**src/rtl/uart_defs.sv**
```systemverilog
// uart_defs: definitions shared by the UART blocks.
//   uart_state_e : serializer FSM state encoding (IDLE, START, DATA, STOP)
//   uart_div()   : clock cycles per bit, CLK_HZ/BAUDRATE truncated
package uart_defs;

  typedef enum logic [1:0] {
    ST_IDLE  = 2'd0,
    ST_START = 2'd1,
    ST_DATA  = 2'd2,
    ST_STOP  = 2'd3
  } uart_state_e;

  function automatic int uart_div(input int clk_hz, input int baud);
    return clk_hz / baud;
  endfunction

endpackage

```
**src/rtl/uart_tx_serializer.sv**
```systemverilog
// uart_tx_serializer: 8N1 transmitter, one byte per frame, LSB first.
//   clk, resetn : clock, synchronous active-low reset
//   in_valid    : byte accepted this cycle (qualified by in_ready upstream)
//   in_data     : byte to send, latched on acceptance
//   in_ready    : high in IDLE only
//   tx          : registered serial line, idle high
//   busy        : a frame is on the line
module uart_tx_serializer
  import uart_defs::*;
#(
  parameter int DIV = 104
) (
  input  logic       clk,
  input  logic       resetn,
  input  logic       in_valid,
  input  logic [7:0] in_data,
  output logic       in_ready,
  output logic       tx,
  output logic       busy
);

  localparam int CW = (DIV > 1) ? $clog2(DIV) : 1;

  uart_state_e   state_q, state_d;
  logic [CW-1:0] baud_q, baud_d;
  logic [2:0]    bit_q, bit_d;
  logic [7:0]    data_q, data_d;
  logic          tx_q, tx_d;
  logic          baud_end;

  assign baud_end = (baud_q == CW'(DIV - 1));

  always_comb begin
    state_d = state_q;
    baud_d  = baud_q;
    bit_d   = bit_q;
    data_d  = data_q;
    case (state_q)
      ST_IDLE: begin
        baud_d = '0;
        bit_d  = '0;
        if (in_valid) begin
          data_d  = in_data;
          state_d = ST_START;
        end
      end
      ST_START: begin
        if (baud_end) begin
          baud_d  = '0;
          state_d = ST_DATA;
        end else begin
          baud_d = baud_q + CW'(1);
        end
      end
      ST_DATA: begin
        if (baud_end) begin
          baud_d = '0;
          bit_d  = bit_q + 3'd1;   // wraps 7->0 as the frame leaves DATA
          if (bit_q == 3'd7) state_d = ST_STOP;
        end else begin
          baud_d = baud_q + CW'(1);
        end
      end
      ST_STOP: begin
        if (baud_end) begin
          baud_d  = '0;
          state_d = ST_IDLE;
        end else begin
          baud_d = baud_q + CW'(1);
        end
      end
      default: state_d = ST_IDLE;
    endcase
  end

  // Line level is computed from the next state so tx is a clean flop output
  // that changes on the same edge as the state.
  always_comb begin
    tx_d = 1'b1;
    case (state_d)
      ST_START: tx_d = 1'b0;
      ST_DATA:  tx_d = data_d[bit_d];
      default:  tx_d = 1'b1;
    endcase
  end

  always_ff @(posedge clk) begin
    if (!resetn) begin
      state_q <= ST_IDLE;
      baud_q  <= '0;
      bit_q   <= '0;
      data_q  <= '0;
      tx_q    <= 1'b1;
    end else begin
      state_q <= state_d;
      baud_q  <= baud_d;
      bit_q   <= bit_d;
      data_q  <= data_d;
      tx_q    <= tx_d;
    end
  end

  assign in_ready = (state_q == ST_IDLE);
  assign busy     = (state_q != ST_IDLE);
  assign tx       = tx_q;

endmodule

```
**src/rtl/uart_tx_arbiter.sv**
```systemverilog
// uart_tx_arbiter: NREQ byte streams share one UART transmitter.
// Round-robin between requesters; a byte with last=0 locks the arbiter to
// its requester until that requester sends a byte with last=1.
//   clk, resetn : clock, synchronous active-low reset
//   req_valid   : per-requester byte valid
//   req_data    : per-requester byte, requester i at [8i+7:8i]
//   req_last    : per-requester end-of-packet, qualified by req_valid
//   req_ready   : per-requester accept (at most one high, IDLE only)
//   uart_tx     : serial line, idle high
//   busy        : frame on the line or packet lock held
//   grant_id    : most recently accepted requester
module uart_tx_arbiter
  import uart_defs::*;
#(
  parameter int CLK_HZ   = 12_000_000,
  parameter int BAUDRATE = 115200,
  parameter int NREQ     = 4
) (
  input  logic                    clk,
  input  logic                    resetn,
  input  logic [NREQ-1:0]         req_valid,
  input  logic [8*NREQ-1:0]       req_data,
  input  logic [NREQ-1:0]         req_last,
  output logic [NREQ-1:0]         req_ready,
  output logic                    uart_tx,
  output logic                    busy,
  output logic [$clog2(NREQ)-1:0] grant_id
);

  localparam int DIV = uart_div(CLK_HZ, BAUDRATE);
  localparam int IDW = $clog2(NREQ);

  if (DIV < 2) begin : g_bad_div
    $fatal(1, "uart_tx_arbiter: CLK_HZ/BAUDRATE must be at least 2");
  end
  if (NREQ < 2 || NREQ > 8) begin : g_bad_nreq
    $fatal(1, "uart_tx_arbiter: NREQ must be in 2..8");
  end

  logic           lock_q, lock_d;
  logic [IDW-1:0] lock_id_q, lock_id_d;
  logic [IDW-1:0] ptr_q, ptr_d;
  logic [IDW-1:0] grant_q, grant_d;

  logic           ser_ready, ser_busy, xfer, found, xfer_last;
  logic [IDW-1:0] win, sel;
  logic [7:0]     xfer_data;

  // Round-robin search starting at ptr, wrapping NREQ-1 -> 0.
  always_comb begin
    win   = '0;
    found = 1'b0;
    for (int k = 0; k < NREQ; k++) begin
      int idx;
      idx = (int'(ptr_q) + k) % NREQ;
      if (!found && req_valid[IDW'(idx)]) begin
        found = 1'b1;
        win   = IDW'(idx);
      end
    end
  end

  // While locked, the lock holder owns ready even with valid low, so nobody
  // else can slip in between bytes of its packet.
  always_comb begin
    req_ready = '0;
    sel       = lock_q ? lock_id_q : win;
    if (resetn && ser_ready) begin
      if (lock_q)     req_ready[lock_id_q] = 1'b1;
      else if (found) req_ready[win]       = 1'b1;
    end
  end

  assign xfer = |(req_valid & req_ready);

  always_comb begin
    xfer_data = '0;
    xfer_last = 1'b0;
    for (int i = 0; i < NREQ; i++) begin
      if (IDW'(i) == sel) begin
        xfer_data = req_data[8*i +: 8];
        xfer_last = req_last[i];
      end
    end
  end

  always_comb begin
    lock_d    = lock_q;
    lock_id_d = lock_id_q;
    ptr_d     = ptr_q;
    grant_d   = grant_q;
    if (xfer) begin
      grant_d = sel;
      if (xfer_last) begin
        lock_d = 1'b0;
        ptr_d  = (sel == IDW'(NREQ - 1)) ? '0 : sel + IDW'(1);
      end else begin
        lock_d    = 1'b1;
        lock_id_d = sel;
      end
    end
  end

  always_ff @(posedge clk) begin
    if (!resetn) begin
      lock_q    <= 1'b0;
      lock_id_q <= '0;
      ptr_q     <= '0;
      grant_q   <= '0;
    end else begin
      lock_q    <= lock_d;
      lock_id_q <= lock_id_d;
      ptr_q     <= ptr_d;
      grant_q   <= grant_d;
    end
  end

  uart_tx_serializer #(.DIV(DIV)) u_ser (
    .clk      (clk),
    .resetn   (resetn),
    .in_valid (xfer),
    .in_data  (xfer_data),
    .in_ready (ser_ready),
    .tx       (uart_tx),
    .busy     (ser_busy)
  );

  assign busy     = ser_busy | lock_q;
  assign grant_id = grant_q;

endmodule

```
**config.mk**
```make
export PLATFORM = sky130hd
export DESIGN_NAME = uart_tx_arbiter
export DESIGN_NICKNAME = d
export VERILOG_FILES = /design/src/rtl/uart_defs.sv /design/src/rtl/uart_tx_serializer.sv /design/src/rtl/uart_tx_arbiter.sv
export SDC_FILE = /design/constraint.sdc
export NUM_CORES = 1
export LEC_CHECK = 0
export ABC_CLOCK_PERIOD_IN_PS = 3400
export CORE_MARGIN = 4
export CORE_UTILIZATION = 45
export CTS_BUF_LIST = sky130_fd_sc_hd__clkbuf_4 sky130_fd_sc_hd__clkbuf_8 sky130_fd_sc_hd__clkbuf_16
export DETAILED_ROUTE_END_ITERATION = 12
export PLACE_DENSITY = 0.8
export SETUP_SLACK_MARGIN = 0.15
export SLEW_MARGIN = 25
export SYNTH_ARGS = -nofsm -noshare
export SYNTH_HDL_FRONTEND = slang
export SYNTH_HIERARCHICAL = 1
export SYNTH_SLANG_ARGS = --single-unit
```
**constraint.sdc**
```tcl
create_clock -name clk -period 3.4 [get_ports clk]
set_input_delay 1.02 -clock clk [delete_from_list [all_inputs] [get_ports clk]]
set_output_delay 1.02 -clock clk [all_outputs]
set_load 0.05 [all_outputs]
```
# Yosys cells after proc, flatten, opt, wreduce, memory -nomap -nowiden
# Index checks and enable logic that the tools add are counted.
# classes
shifts	0
bitwise_logic	3
n_addsub	6
n_mux	53
mul	0
n_lt_le_gt_ge	9
div_mod_pow	0
n_eq_ne	11
reduce_logical	16
# ops
cell	n
two-way mux 8 bit	6
two-way mux 2 bit	11
two-way mux 1 bit	20
less-than comparator 2 x 4 -> 1 bit, second input constant	4
one-hot mux 7 bit (2 select lines)	1
two-way mux 4 bit	3
binary-select mux 1 bit (select 2 bit)	4
== test 2 bit, second input constant	4
one-hot mux 2 bit (4 select lines)	1
adder 7 x 1 -> 7 bit, second input constant	1
== test 7 bit, second input constant	1
two-way mux 7 bit	1
logical AND 1 bit	6
less-than comparator 2 x 3 -> 1 bit, second input constant	2
one-hot mux 3 bit (2 select lines)	1
adder 2 x 1 -> 2 bit, second input constant	2
adder 2 bit, second input constant	2
bitwise AND 4 bit	1
demux 1 bit (select 2 bit)	2
== test 2 x 1 -> 1 bit, second input constant	2
== test 2 bit, first input constant	2
greater-or-equal comparator 2 x 1 -> 1 bit, second input constant	2
logical NOT 2 bit	2
less-than comparator 3 x 4 -> 1 bit, second input constant	1
other kinds (13)	16
# word_totals
wordCells	107
mem_bits_rw	0
n_memories	0
mem_bits_ro	0
latch_bits	0
out_inout_bits	8
ff_bits	28
inputBits	42

# Logic depth before layout (Yosys ltp)
# Gate-level depths: netlist (run 1).
# depth
word_depth	27
ltp_mapped	18
mapped_depth_nobuf	16

# Cells and area by module
# Netlist (run 1), hierarchy kept.
# modules_own_cells
module	area_each_um2	seq_area_each_um2	cells_per_inst	instances
uart_tx_serializer	1088.5	420.4	117	1
uart_tx_arbiter	1002.2	140.1	144	1

# Worst setup path after synthesis (run 1)
# No wires, ideal clock.
# synth_path
path_type	input-to-output
start	input port req_valid[2]
end	output port req_ready[1]
slack_ps	-169
path_buffers	1
arrival_ps	2549
required_ps	2380
path_stages	7
cell_sequence	buf_4 > mux2i_1 > or2_1 > nand2_1 > a311oi_1 > a21oi_1 > nor2_1
# synth_via
elab_chain_cells	20
word_cells_on_any_way	34
classes_between	2 x order compare; 25 x mux; 7 x reduce/logical
# synth_rtl
item	line	source
from (decl)	uart_tx_arbiter.sv:21	input logic [NREQ-1:0] req_valid,
binary-select mux 1 bit (select 2 bit)	uart_tx_arbiter.sv:56	if (!found && req_valid[IDW'(idx)]) begin
two-way mux 1 bit (implied by the code) (2 in series)	uart_tx_arbiter.sv:56	
two-way mux 1 bit	uart_tx_arbiter.sv:56	
logical NOT 1 bit	uart_tx_arbiter.sv:56	
logical AND 1 bit	uart_tx_arbiter.sv:56	
two-way mux 1 bit	uart_tx_arbiter.sv:56	
logical NOT 1 bit	uart_tx_arbiter.sv:56	
logical AND 1 bit	uart_tx_arbiter.sv:56	
[... 3 more ...]	-	
two-way mux 2 bit	uart_tx_arbiter.sv:56	
less-than comparator 2 x 3 -> 1 bit (implied by the code) / greater-or-equal comparator 2 x 1 -> 1 bit (equally long branches)	uart_tx_arbiter.sv:70	else if (found) req_ready[win] = 1'b1;
logical AND 1 bit (implied by the code)	uart_tx_arbiter.sv:70	
two-way mux 1 bit (implied by the code)	uart_tx_arbiter.sv:70	
demux 1 bit (select 2 bit)	uart_tx_arbiter.sv:70	
two-way mux 4 bit *	uart_tx_arbiter.sv:70	
two-way mux 4 bit *	uart_tx_arbiter.sv:69	if (lock_q) req_ready[lock_id_q] = 1'b1;
two-way mux 4 bit *	uart_tx_arbiter.sv:68	if (resetn && ser_ready) begin
to (decl)	uart_tx_arbiter.sv:24	output logic [NREQ-1:0] req_ready,
# Every way passes the cells marked *; elsewhere a longest branch is shown, timed or not. The select of a mux whose other input is x is not followed.

# Worst setup path after layout (run 1)
# Same ends and word-level chain as after synthesis.

==> run metrics, run 1 <==
CTS root buffer=clkbuf_8; Slew Viols, Final=0; WP data required=2.38 ns; row cnt=24; worst setup margin=0.127 ns; Overall Global Routing Usage=0.177; Peak supply drop=0.336 mV; worst reg-to-reg path cell count=16; post-synthesis sequential area ratio=0.268; grt peak-use layer=met2; fin crit share=0.963; status=finished, final reports clean; starting density of the core=0.474; Post-Place Cell Area=2930 um^2; layout overhead on the synthesized area=49.1%; grt met2 use=0.327; vias post-DR=2142; PD cells=695 nW/um^2; syn nets=310; min Tclk post-route=3.27 ns; hold path start=grant_id[0]$_SDFFE_PN0P_; startpoint types=input port; commonest non-fill, non-tap cell in the layout=buf_4; number of distinct library cells after synthesis=68; CTS tree=yes; Setup TNS Final=0 ns; Placer Congestion=0.873; Max-slew headroom=0.665; Top delay family on crit path=buffers and inverters; Finished Layout Cells=394; max cap viols=0; Hold Path Stages=2; first-pass GRT wire length=8.96 mm; drt drc=0; initial antenna violation count=0; Yosys Warn Count=6; cell count along the critical path=9; CTS Buffer Depth=2; DP HPWL=4.28 mm; met1 Use GR=0.212; FMAX=306 MHz; Seq cells post-synth=28; Worst path slowest cell=a311oi_2; overall power=2.17 mW; Mean Syn Cell Area=8.01 um^2; met3 GRT Util=0.0225; Die H=76.2 um; WS Path Type=input port to output port; final WL=5.61 mm; die width=76.2 um; Arr. time, crit path=2.25 ns; WL/cell=14.2 um; Final nets=392; Worst Skew=0.00342 ns; CTS Sinks=28; vias in the first global route=2127; number of flops mapped to enable cells by yosys=0; pin count of the biggest net entering global routing=24; Hold Fails Final Rpt=0; leakage power=1.29 nW; crit-path max FO=4; Worst Hold Class=flop to flop; Max stage delay on crit path=0.27 ns; Slew @ Worst Pin=0.501 ns; Clock transition at path regs=0.10 ns; critical-path cell list=buf_8 -> mux2i_1 -> or2_1 -> nand2_1 -> a311oi_2 -> buf_4 -> a21oi_4 -> nor2_4 -> buf_12; Antenna Nets Post-Route=0; H-tree levels=1; clock network latency to the later pin of the worst-skew pair=0.28 ns; I/O Buffers=49; Worst R2R Start=ptr_q[1]$_SDFFE_PN0P_; CP Capture Type=output port; FF-to-FF setup slack=0.39 ns; reg-to-reg critical path endpoint=u_ser/tx$_SDFF_PN1_; Syn Inst Count=261; Mapped Area=2090 um^2; Die ar.=5800 um^2; number of hold buffers added after cts=0; Avg Vias per Cell=5.44; hold endpoint=grant_id[0]$_SDFFE_PN0P_; Num CTS Buffers=3; Min Hold Slack=0.475 ns; post-route design area=3120 um^2; Starting DRT DRC Count=91; Setup Viol. Count Final=0; n_diodes=0; Finished Core Util=0.706; CP bufs+invs=3; RSZ-0062 raised after global routing=yes; dpl cells=386; pre-CTS worst setup slack=-0.636 ns; most frequent cells in the layout=buf_4, clkdlybuf4s50_1, dfxtp_1, nand2_1, nor2_1; I/O pin count=50; Post-synth top flop=dfxtp_1; total global routing overflow=0; DR pass1 iterations=4; ys async rst share=0; core footprint=4410 um^2; layout cells sized above 1=0.278
-- kinds of logic after synthesis --
group,Yosys count,synth area share
xor+xnor,6,0.0251
buf+inv,30,0.0676
fa+ha+maj,7,0.0419
compound gates,69,0.259
flops,28,0.268
mux,17,0.0838
simple gates,104,0.254
-- registers in the layout (all words and copies together), names as in the netlist --
name,flops
u_ser/state_q,2
u_ser/baud_q,7
u_ser/tx,1
lock_id_q,2
u_ser/bit_q,3
lock_q,1
u_ser/data_q,8
grant_id,2
ptr_q,2
-- worst min-delay path, stage by stage, from the launching register on --
cell,delay [ns]
dfxtp_1,0.32
nand2_1,0.05
mux2i_1,0.06
-- report_power, final --
group	internal [mW]	switching, mW	leakage (nW)
Clock	0.158	0.109	0.0357
Combinational	0.721	0.669	1.03
Sequential	0.401	0.108	0.228
Total	1.28	0.886	1.29
-- cells in the mapped netlist (6+ instances only) --
| cell | number | area [um^2] |
|---|---|---|
| dfxtp_1 | 28 | 561 |
| clkbuf_1 | 8 | 30.0 |
| mux2i_1 | 16 | 160 |
| o21ai_0 | 10 | 50.1 |
| nand3_1 | 6 | 30.0 |
| a22oi_1 | 8 | 60.1 |
| a21oi_1 | 15 | 75.1 |
| nor3_1 | 7 | 35.0 |
| ha_1 | 7 | 87.6 |
| nand2_1 | 27 | 101 |
| nor2b_1 | 15 | 93.8 |
| nor2_1 | 27 | 101 |
| inv_1 | 10 | 37.5 |
-- worst max path at each step --
stage                            start                   to
after floorplan           req_valid[2]         req_ready[1]
after global placement    req_valid[0]  u_ser/tx$_SDFF_PN1_
after detailed placement  req_valid[0]  u_ser/tx$_SDFF_PN1_
after CTS                 req_valid[2]         req_ready[3]
after global routing      req_valid[0]  u_ser/tx$_SDFF_PN1_
final                     req_valid[2]         req_ready[1]
-- what timing repair did --
action,in CTS,in global routing
hold endpoints to repair,0,0
resized for setup,24,17
pin swaps,7,10
endpoints found under the setup margin,18,10
buffers inserted,3,1
-- metal layers --
| layer | part of all wire | wire length, um |
|---|---|---|
| met5 | 0 | 0 |
| met3 | 0.043 | 243 |
| met2 | 0.51 | 2860 |
| met4 | 0.0098 | 55 |
| met1 | 0.44 | 2450 |
-- area by class of cell --
| type | count | area (um^2) |
|---|---|---|
| multi-input cells | 203 | 1490 |
| fillers | 356 | 1300 |
| repair buffers | 95 | 890 |
| flip-flops and latches | 28 | 561 |
| well taps | 52 | 65.1 |
| inverters | 12 | 45.0 |
| clock buffers | 3 | 41.3 |
| clock inverters | 1 | 30.0 |
(Power assumes the default switching activity.)
==> inputs of run 2 (changes only) <==
CORE_MARGIN = unset   (was 4)
MAX_ROUTING_LAYER = met4   (was unset)
SLEW_MARGIN = unset   (was 25)
==> run metrics, run 2 (synthesis gave the netlist of run 1 again) <==
Setup TNS Final=0 ns; WP data required=3.56 ns; I/O pin count=50; fin crit share=0.956; Worst Skew=0.00269 ns; row cnt=24; pre-CTS worst setup slack=-0.559 ns; Overall Global Routing Usage=0.224; Avg Vias per Cell=5.40; min Tclk post-route=3.25 ns; total global routing overflow=0; Setup Viol. Count Final=0; Max-slew headroom=0.671; die width=70.2 um; CTS Sinks=28; DR pass1 iterations=4; drt drc=0; crit-path max FO=5; first-pass GRT wire length=8.92 mm; Worst Hold Class=flop to flop; n_diodes=0; layout cells sized above 1=0.291; reg-to-reg critical path endpoint=u_ser/tx$_SDFF_PN1_; Largest register FFs=8; FF-to-FF setup slack=0.42 ns; max cap viols=0; Post-Place Cell Area=2890 um^2; Antenna Nets Post-Route=0; FMAX=308 MHz; post-route design area=3150 um^2; CTS Buffer Depth=2; register area=561 um^2; Slew @ Worst Pin=0.492 ns; DP HPWL=3.95 mm; layout overhead on the synthesized area=50.6%; worst reg-to-reg path cell count=17; dpl cells=381; leakage power=1.32 nW; hold path start=u_ser/baud_q[0]$_SDFF_PP0_; H-tree levels=1; Worst R2R Start=ptr_q[1]$_SDFFE_PN0P_; Die H=70.2 um; core footprint=4410 um^2; # fillers=325; Finished Layout Cells=399; vias post-DR=2153; RSZ-0062 raised after global routing=yes; Finished Core Util=0.713; hold endpoint=u_ser/baud_q[0]$_SDFF_PP0_; clock network latency to the later pin of the worst-skew pair=0.27 ns; Clock transition at path regs=0.10 ns; WL/cell=13.7 um; Hold Path Stages=1; initial antenna violation count=0; pin count of the biggest net entering global routing=24; Peak supply drop=0.376 mV; status=finished, final reports clean; most frequent cells in the layout=buf_4, clkdlybuf4s50_1, dfxtp_1, nand2_1, nor2_1; Placer Congestion=0.854; Final nets=397; starting density of the core=0.474; multi-input logic area=1480 um^2; CTS tree=yes; Hold Fails Final Rpt=0; startpoint types=input port; CP Capture Type=flop; number of hold buffers added after cts=0; Largest Register=u_ser/data_q; Slew Viols, Final=0; final WL=5.47 mm; CTS root buffer=clkbuf_8; Arr. time, crit path=3.41 ns; Num CTS Buffers=3; vias in the first global route=2040; WS Path Type=input port to flop; Starting DRT DRC Count=87; PD cells=715 nW/um^2; commonest non-fill, non-tap cell in the layout=buf_4; largest registers=u_ser/data_q x8, u_ser/baud_q x7, u_ser/bit_q x3; Die ar.=4920 um^2; I/O Buffers=49; worst setup margin=0.149 ns
## run 2: layer usage
| metal | up-vias | global-route usage | wire length, um |
|---|---|---|---|
| li1 | 1085 | - | - |
| met1 | 997 | 0.275 | 2500 |
| met2 | 61 | 0.395 | 2760 |
| met3 | 10 | 0.0188 | 159 |
| met4 | 0 | 0.0556 | 49 |
| met5 | - | - | 0 |
## run 2: area by class of cell
| class | instances | area share |
|---|---|---|
| Timing Repair Buffer | 100 | 0.293 |
| Sequential cell | 28 | 0.178 |
| Tap cell | 52 | 0.0207 |
| Inverter | 12 | 0.0143 |
| Clock buffer | 3 | 0.0131 |
| Clock inverter | 1 | 0.00954 |
| Multi-Input combinational cell | 203 | 0.471 |
## run 2: report_power, final
group          leakage (nW)  switching, mW  internal [mW]  total, mW
registers             0.228          0.104          0.401      0.505
logic                  1.05          0.700          0.786       1.49
clock network        0.0357          0.104          0.157      0.261
total                  1.32          0.907           1.34       2.25
## run 2: critical path, cell delays in order
cell	delay, ns
buf_6	0.10
buf_6	0.11
nor2b_4	0.12
o21bai_1	0.17
o21ai_1	0.12
o21a_2	0.27
ha_4	0.17
nor2b_4	0.13
buf_6	0.12
a22oi_2	0.14
nor2_1	0.06
a21oi_1	0.12
o21ai_1	0.12
mux2i_1	0.24
mux2i_1	0.12
a22oi_1	0.19
a31oi_1	0.10
## run 2: what timing repair did
action,in CTS,in global routing
endpoints found under the setup margin,18,14
gates resized for setup,28,12
cloned,0,0
pin swaps,13,13
buffers inserted,8,6
## run 2: worst max-delay path by stage
| stage | to | start | slack (ns) | cells after the start |
|---|---|---|---|---|
| 6_report | u_ser/tx$_SDFF_PN1_ | req_valid[0] | 0.15 | 17 |
| 3_3_place_gp | u_ser/tx$_SDFF_PN1_ | req_valid[0] | -0.50 | 17 |
| 2_1_floorplan | req_ready[1] | req_valid[2] | 0.11 | 7 |
| 3_5_place_dp | u_ser/tx$_SDFF_PN1_ | req_valid[0] | -0.56 | 17 |
| 4_1_cts | req_ready[1] | req_valid[2] | 0.13 | 9 |
| 5_1_grt | u_ser/tx$_SDFF_PN1_ | req_valid[0] | -0.07 | 17 |
## run 2: metrics by stage
stage	hold slack, ns	power, mW
global route	0.502	2.39
CTS	0.475	2.12
floorplan	0.430	1.28
detailed placement	0.450	1.76
finish	0.471	2.25
global placement	0.440	1.73
==> inputs of run 3 (changes only) <==
CTS_CLUSTER_DIAMETER = 100   (was unset)
SLEW_MARGIN = 20   (was unset)
==> results of run 3 <==
The final DEF is identical to that of run 2; final timing and power are the same.
